File: src/rtl/mem_arb_pkg.sv
// Shared types and constants for the unified memory arbiter.
package mem_arb_pkg;
  localparam int ADDR_W_DEF = 12;
  localparam int DATA_W_DEF = 16;

  localparam logic OWN_CPU = 1'b0;
  localparam logic OWN_LD  = 1'b1;

  typedef enum logic [1:0] {
    ST_IDLE   = 2'd0,
    ST_ACCESS = 2'd1,
    ST_DONE   = 2'd2
  } state_t;
endpackage

File: src/rtl/ack_wait_timer.sv
// Counts memory ack wait cycles; expired flags the last allowed wait cycle.
module ack_wait_timer #(
  parameter int MAX_WAIT = 15
) (
  input  logic clk,
  input  logic rst,
  input  logic i_clear,
  input  logic i_enable,
  output logic o_expired
);
  localparam int CW = $clog2(MAX_WAIT + 1);

  logic [CW-1:0] r_cnt;

  // Never wraps: the arbiter leaves ACCESS as soon as expired is seen.
  always_ff @(posedge clk or negedge rst) begin
    if (!rst)          r_cnt <= '0;
    else if (i_clear)  r_cnt <= '0;
    else if (i_enable) r_cnt <= r_cnt + 1'b1;
  end

  assign o_expired = (r_cnt == CW'(MAX_WAIT - 1));
endmodule

File: src/rtl/unified_mem_arbiter.sv
// Round-robin arbiter sharing one variable-latency memory between CPU and loader.
module unified_mem_arbiter
  import mem_arb_pkg::*;
#(
  parameter int ADDR_W   = ADDR_W_DEF,
  parameter int DATA_W   = DATA_W_DEF,
  parameter int MAX_WAIT = 15
) (
  input  logic              clk,
  input  logic              rst,
  input  logic              cpu_req,
  input  logic              cpu_we,
  input  logic [ADDR_W-1:0] cpu_addr,
  input  logic [DATA_W-1:0] cpu_wdata,
  output logic [DATA_W-1:0] cpu_rdata,
  output logic              cpu_done,
  output logic              cpu_stall,
  input  logic              ld_req,
  input  logic              ld_we,
  input  logic [ADDR_W-1:0] ld_addr,
  input  logic [DATA_W-1:0] ld_wdata,
  output logic [DATA_W-1:0] ld_rdata,
  output logic              ld_done,
  output logic              mem_en,
  output logic              mem_we,
  output logic [ADDR_W-1:0] mem_addr,
  output logic [DATA_W-1:0] mem_wdata,
  input  logic [DATA_W-1:0] mem_rdata,
  input  logic              mem_ack,
  output logic              err,
  output logic              owner
);
  state_t r_state, w_state_nxt;

  logic              r_mem_en, r_mem_we;
  logic [ADDR_W-1:0] r_mem_addr;
  logic [DATA_W-1:0] r_mem_wdata;
  logic [DATA_W-1:0] r_cpu_rdata, r_ld_rdata;
  logic              r_cpu_done, r_ld_done, r_err;
  logic              r_owner, r_last_owner;

  logic w_grant, w_grant_ld, w_expired, w_finish, w_tmr_clr, w_tmr_en;

  // LD wins alone, or on a tie when the CPU was served last.
  assign w_grant    = (r_state == ST_IDLE) && (cpu_req || ld_req);
  assign w_grant_ld = ld_req && (!cpu_req || (r_last_owner == OWN_CPU));
  assign w_finish   = mem_ack || w_expired;
  assign w_tmr_clr  = w_grant;
  assign w_tmr_en   = (r_state == ST_ACCESS) && !w_finish;

  ack_wait_timer #(.MAX_WAIT(MAX_WAIT)) u_timer (
    .clk      (clk),
    .rst      (rst),
    .i_clear  (w_tmr_clr),
    .i_enable (w_tmr_en),
    .o_expired(w_expired)
  );

  always_ff @(posedge clk or negedge rst) begin
    if (!rst) r_state <= ST_IDLE;
    else      r_state <= w_state_nxt;
  end

  always_comb begin
    w_state_nxt = r_state;
    case (r_state)
      ST_IDLE:   if (w_grant)  w_state_nxt = ST_ACCESS;
      ST_ACCESS: if (w_finish) w_state_nxt = ST_DONE;
      ST_DONE:                 w_state_nxt = ST_IDLE;
      default:                 w_state_nxt = ST_IDLE;
    endcase
  end

  always_ff @(posedge clk or negedge rst) begin
    if (!rst) begin
      r_mem_en     <= 1'b0;
      r_mem_we     <= 1'b0;
      r_mem_addr   <= '0;
      r_mem_wdata  <= '0;
      r_cpu_rdata  <= '0;
      r_ld_rdata   <= '0;
      r_cpu_done   <= 1'b0;
      r_ld_done    <= 1'b0;
      r_err        <= 1'b0;
      r_owner      <= OWN_CPU;
      r_last_owner <= OWN_LD;
    end else begin
      r_cpu_done <= 1'b0;
      r_ld_done  <= 1'b0;
      r_err      <= 1'b0;
      case (r_state)
        ST_IDLE: if (w_grant) begin
          r_mem_en    <= 1'b1;
          r_owner     <= w_grant_ld;
          r_mem_we    <= w_grant_ld ? ld_we    : cpu_we;
          r_mem_addr  <= w_grant_ld ? ld_addr  : cpu_addr;
          r_mem_wdata <= w_grant_ld ? ld_wdata : cpu_wdata;
        end
        ST_ACCESS: if (w_finish) begin
          r_mem_en   <= 1'b0;
          r_mem_we   <= 1'b0;
          r_cpu_done <= (r_owner == OWN_CPU);
          r_ld_done  <= (r_owner == OWN_LD);
          r_err      <= !mem_ack;
          // Timeouts and writes leave the owner's read data untouched.
          if (mem_ack && !r_mem_we) begin
            if (r_owner == OWN_LD) r_ld_rdata  <= mem_rdata;
            else                   r_cpu_rdata <= mem_rdata;
          end
        end
        ST_DONE: r_last_owner <= r_owner;
        default: ;
      endcase
    end
  end

  assign mem_en    = r_mem_en;
  assign mem_we    = r_mem_we;
  assign mem_addr  = r_mem_addr;
  assign mem_wdata = r_mem_wdata;
  assign cpu_rdata = r_cpu_rdata;
  assign ld_rdata  = r_ld_rdata;
  assign cpu_done  = r_cpu_done;
  assign ld_done   = r_ld_done;
  assign err       = r_err;
  assign owner     = r_owner;
  assign cpu_stall = cpu_req && !r_cpu_done;
endmodule

File: config.mk
export PLATFORM = sky130hd
export DESIGN_NAME = unified_mem_arbiter
export DESIGN_NICKNAME = d
export VERILOG_FILES = /design/src/rtl/mem_arb_pkg.sv /design/src/rtl/ack_wait_timer.sv /design/src/rtl/unified_mem_arbiter.sv
export SDC_FILE = /design/constraint.sdc
export NUM_CORES = 1
export LEC_CHECK = 0
export CORE_UTILIZATION = 37
export DETAILED_ROUTE_END_ITERATION = 10
export PLACE_DENSITY_LB_ADDON = 0.1
export SETUP_SLACK_MARGIN = 0.4
export SLEW_MARGIN = 20
export SYNTH_ARGS = -nofsm -noshare
export SYNTH_HDL_FRONTEND = slang
export SYNTH_SLANG_ARGS = --single-unit
File: constraint.sdc
create_clock -name clk -period 2 [get_ports clk]
set_clock_uncertainty 0.15 [all_clocks]
set_input_delay 0.6 -clock clk [delete_from_list [all_inputs] [get_ports clk]]
set_output_delay 0.6 -clock clk [all_outputs]
set_load 0.005 [all_outputs]
==> reports/results.txt <==
Site Rows: 32
Yosys warns: 0
Metal1 wirelength: 3.43 mm
Max-slew violation count: 0
Fillers: 656
Die X: 93.3 um
Placed cell area: 4850 um^2
Worst setup SP type: register
Dpl cells: 498
Multiplexer share of the synthesized area: 21.1%
Worst IR Drop VDD: 501 uV
Library cells used by synthesis: 31
WL/cell: 14.5 um
Worst-path maximum fanout: 2
Relative max-transition margin: 75.9%
Net Sw Frac: 30.5%
Initial antenna violation count: 0
Clock Pin Slew Worst Setup and Hold Paths: 0.07 ns
# port buffers: 145
WL final: 8.02 mm
CTS Buf Count: 9
Vias in the first global route: 2661
Synth Area in Simple Gates: 10.0%
Met3 WL: 611 um
Core ar.: 7890 um^2
MaxCap Viol Count: 0
Critical path endpoint: mem_we
Inserted Diodes: 0
Mean post-synth cell area: 12.6 um^2
Sequential power share: 36.3%
Leakage: 2.54 nW
Post-DP HPWL: 5.12 mm
Largest family of logic cells by synthesized area: multiplexers
CP required: 1.25 ns
Final WS setup: 0.275 ns
Hold-fix buffer count after cts: 0
R2R Path End: cpu_rdata[2]
Root Buffer: clkbuf_8
Crit end category: output port
R2R Path Start: mem_we
WHS: 0.0173 ns
Cells on worst reg2reg path: 5
Switching power: 2.12 mW
Largest net degree at the start of global routing: 34
Ports: 146
Period minus WS final: 1.73 ns
Max clock buf depth: 2
RSZ-0062 raised after global routing: yes
Fmax: 580 MHz
First-pass GRT wire length: 13.1 mm
Synth Area in Compound Gates: 6.74%
Worst min path class: input pin to asynchronous set/reset pin
Via density: 4.71
Total global routing overflow: 0
Commonest non-fill, non-tap cell in the layout: clkdlybuf4s50_1
Fin area: 5240 um^2
Share of final-layout standard cells stronger than drive strength 1: 42.4%
Layout area overhead: 69.9%
Post-Synth Adder-Cell Area: 0.812%
Syn Inst Count: 245
DIE AREA: 8700 um^2
TritonRoute pass-1 iters: 4
Final setup vio count: 0
Final Hold Fails: 0
Post-synthesis sequential area ratio: 59.3%
Htree depth: 3
Internal power: 4.84 mW
Clk sinks: 73
CP startpoint: mem_we
Critical setup path kind: register to output port
Antenna Nets Post-Route: 0
DRC violations left: 0
Mapped Area: 3080 um^2
Clock Power Share: 18.7%
Non-Filler Instances: 552
Iter 0 DRT Violations: 38
Fin crit share: 86.3%
Least-Margin Pin Slew: 0.361 ns
Outcome: finished clean
Die height: 93.3 um
Clk_lat worst skew: 0.34 ns
Combinational share of power: 45.0%
DP Worst Slack: -0.451 ns
Initial core utilization: 39.1%
P per Cell Area: 1330 nW/um^2
Synth Register Bits: 73
Commonest cells after routing, fill and taps aside: clkdlybuf4s50_1 (74), dfrtp_1 (70), buf_2 (67)
GP Congestion: 0.725
Reg2Reg Setup Slack: 0.28 ns
XOR/XNOR Fraction of Synth Area: 0%
Uppermost layer routed: met4
Tot Pwr: 6.96 mW
Total number of vias: 2599
CTS tree: yes
Tot GR Track Use: 19.5%
Worst EP arrival: 0.98 ns
Met2 WL: 3.83 mm
Nets: 526
Post-synth net total: 326
[cells in the mapped netlist]
library cell  number  area, um^2
dfrtp_1           72        1800
nand2_1           34         128
mux2_2            33         372
o21ai_0           31         155
mux2i_1           28         280
clkbuf_1           6        22.5
nand3_1            5        25.0
buf_2              4        20.0
nor2_1             4        15.0
nor3_1             3        15.0
and3_1             2        12.5
ha_1               2        25.0
inv_1              2        7.51
nor2b_1            2        12.5
a21boi_1           1        7.51
a21o_1             1        7.51
a21oi_1            1        5.00
a22o_1             1        8.76
a311o_1            1        10.0
a41oi_1            1        8.76
and2_1             1        6.26
and2b_1            1        7.51
buf_6              1        11.3
dfstp_2            1        26.3
nand2b_4           1        13.8
nand3b_1           1        7.51
nand4_1            1        6.26
nand4b_4           1        23.8
nor3b_2            1        12.5
nor4b_4            1        23.8
o21ai_1            1        5.00
[worst max-delay path: stages, from the launching register on]
cell and delay [ns]:
dfrtp_2 0.42, buf_6 0.12, buf_6 0.10
[cell type report]
cell class	count	area, um^2	area share [%]
multi-input cells	159	1310	25.0
flip-flops and latches	73	1830	34.9
clock buffers	11	151	2.89
clock inverters	5	77.6	1.48
repair buffers	200	1740	33.1
inverters	2	7.51	0.143
well taps	102	128	2.44
[timing repair]
action	CTS	global route
buffers inserted	14	19
pin swaps	2	4
resized for setup	298	24
cloned	4	1
endpoints found under the setup margin	136	134
[layer usage]
metal	global-route usage [%]	vias up
met5	0	-
met4	7.56	0
met3	4.96	12
met2	31.8	101
met1	25.0	1219
li1	-	1267
[worst min path at each step]
stage,cells after the start,from,to,slack [ns]
after global placement,2,mem_addr[7],mem_addr[7],0.31
final,1,rst,ld_rdata[2],0.02
after CTS,1,rst,ld_rdata[2],0.02
after floorplan,0,rst,cpu_done,0.15
after global routing,1,rst,ld_rdata[2],0.03
after detailed placement,2,mem_en,mem_en,0.31
[cells by family after synthesis]
kind of cell               count (synthesis)
and+or+nand+nor                           58
AOI/OAI and AO/OA                         38
muxes                                     61
buffers and inverters                     13
DFF                                       73
adders and majority gates                  2
[metrics by stage]
step | TNS, ns | utilization (%)
final | 0 | 66.4
after global routing | 0 | 66.4
after global placement | -7.95 | 61.4
after detailed placement | -8.80 | 61.4
after floorplan | 0 | -
after CTS | 0 | 63.8
[registers in the layout, indices dropped and copies added, names as in the netlist, 2 cells and up]
register       cells
ld_rdata          16
u_timer.r_cnt      4
mem_addr          12
cpu_rdata         16
r_state            2
mem_wdata         16
[power by group through the flow]
stage               registers, mW  clock network (mW)  logic (mW)
floorplan                    2.62                   0        1.05
global placement             2.54                   0        2.97
detailed placement           2.57                   0        3.01
CTS                          2.52                1.33        2.84
global route                 2.60                1.40        3.45
finish                       2.53                1.30        3.13
No activity file was read; power rests on OpenSTA's default activity.
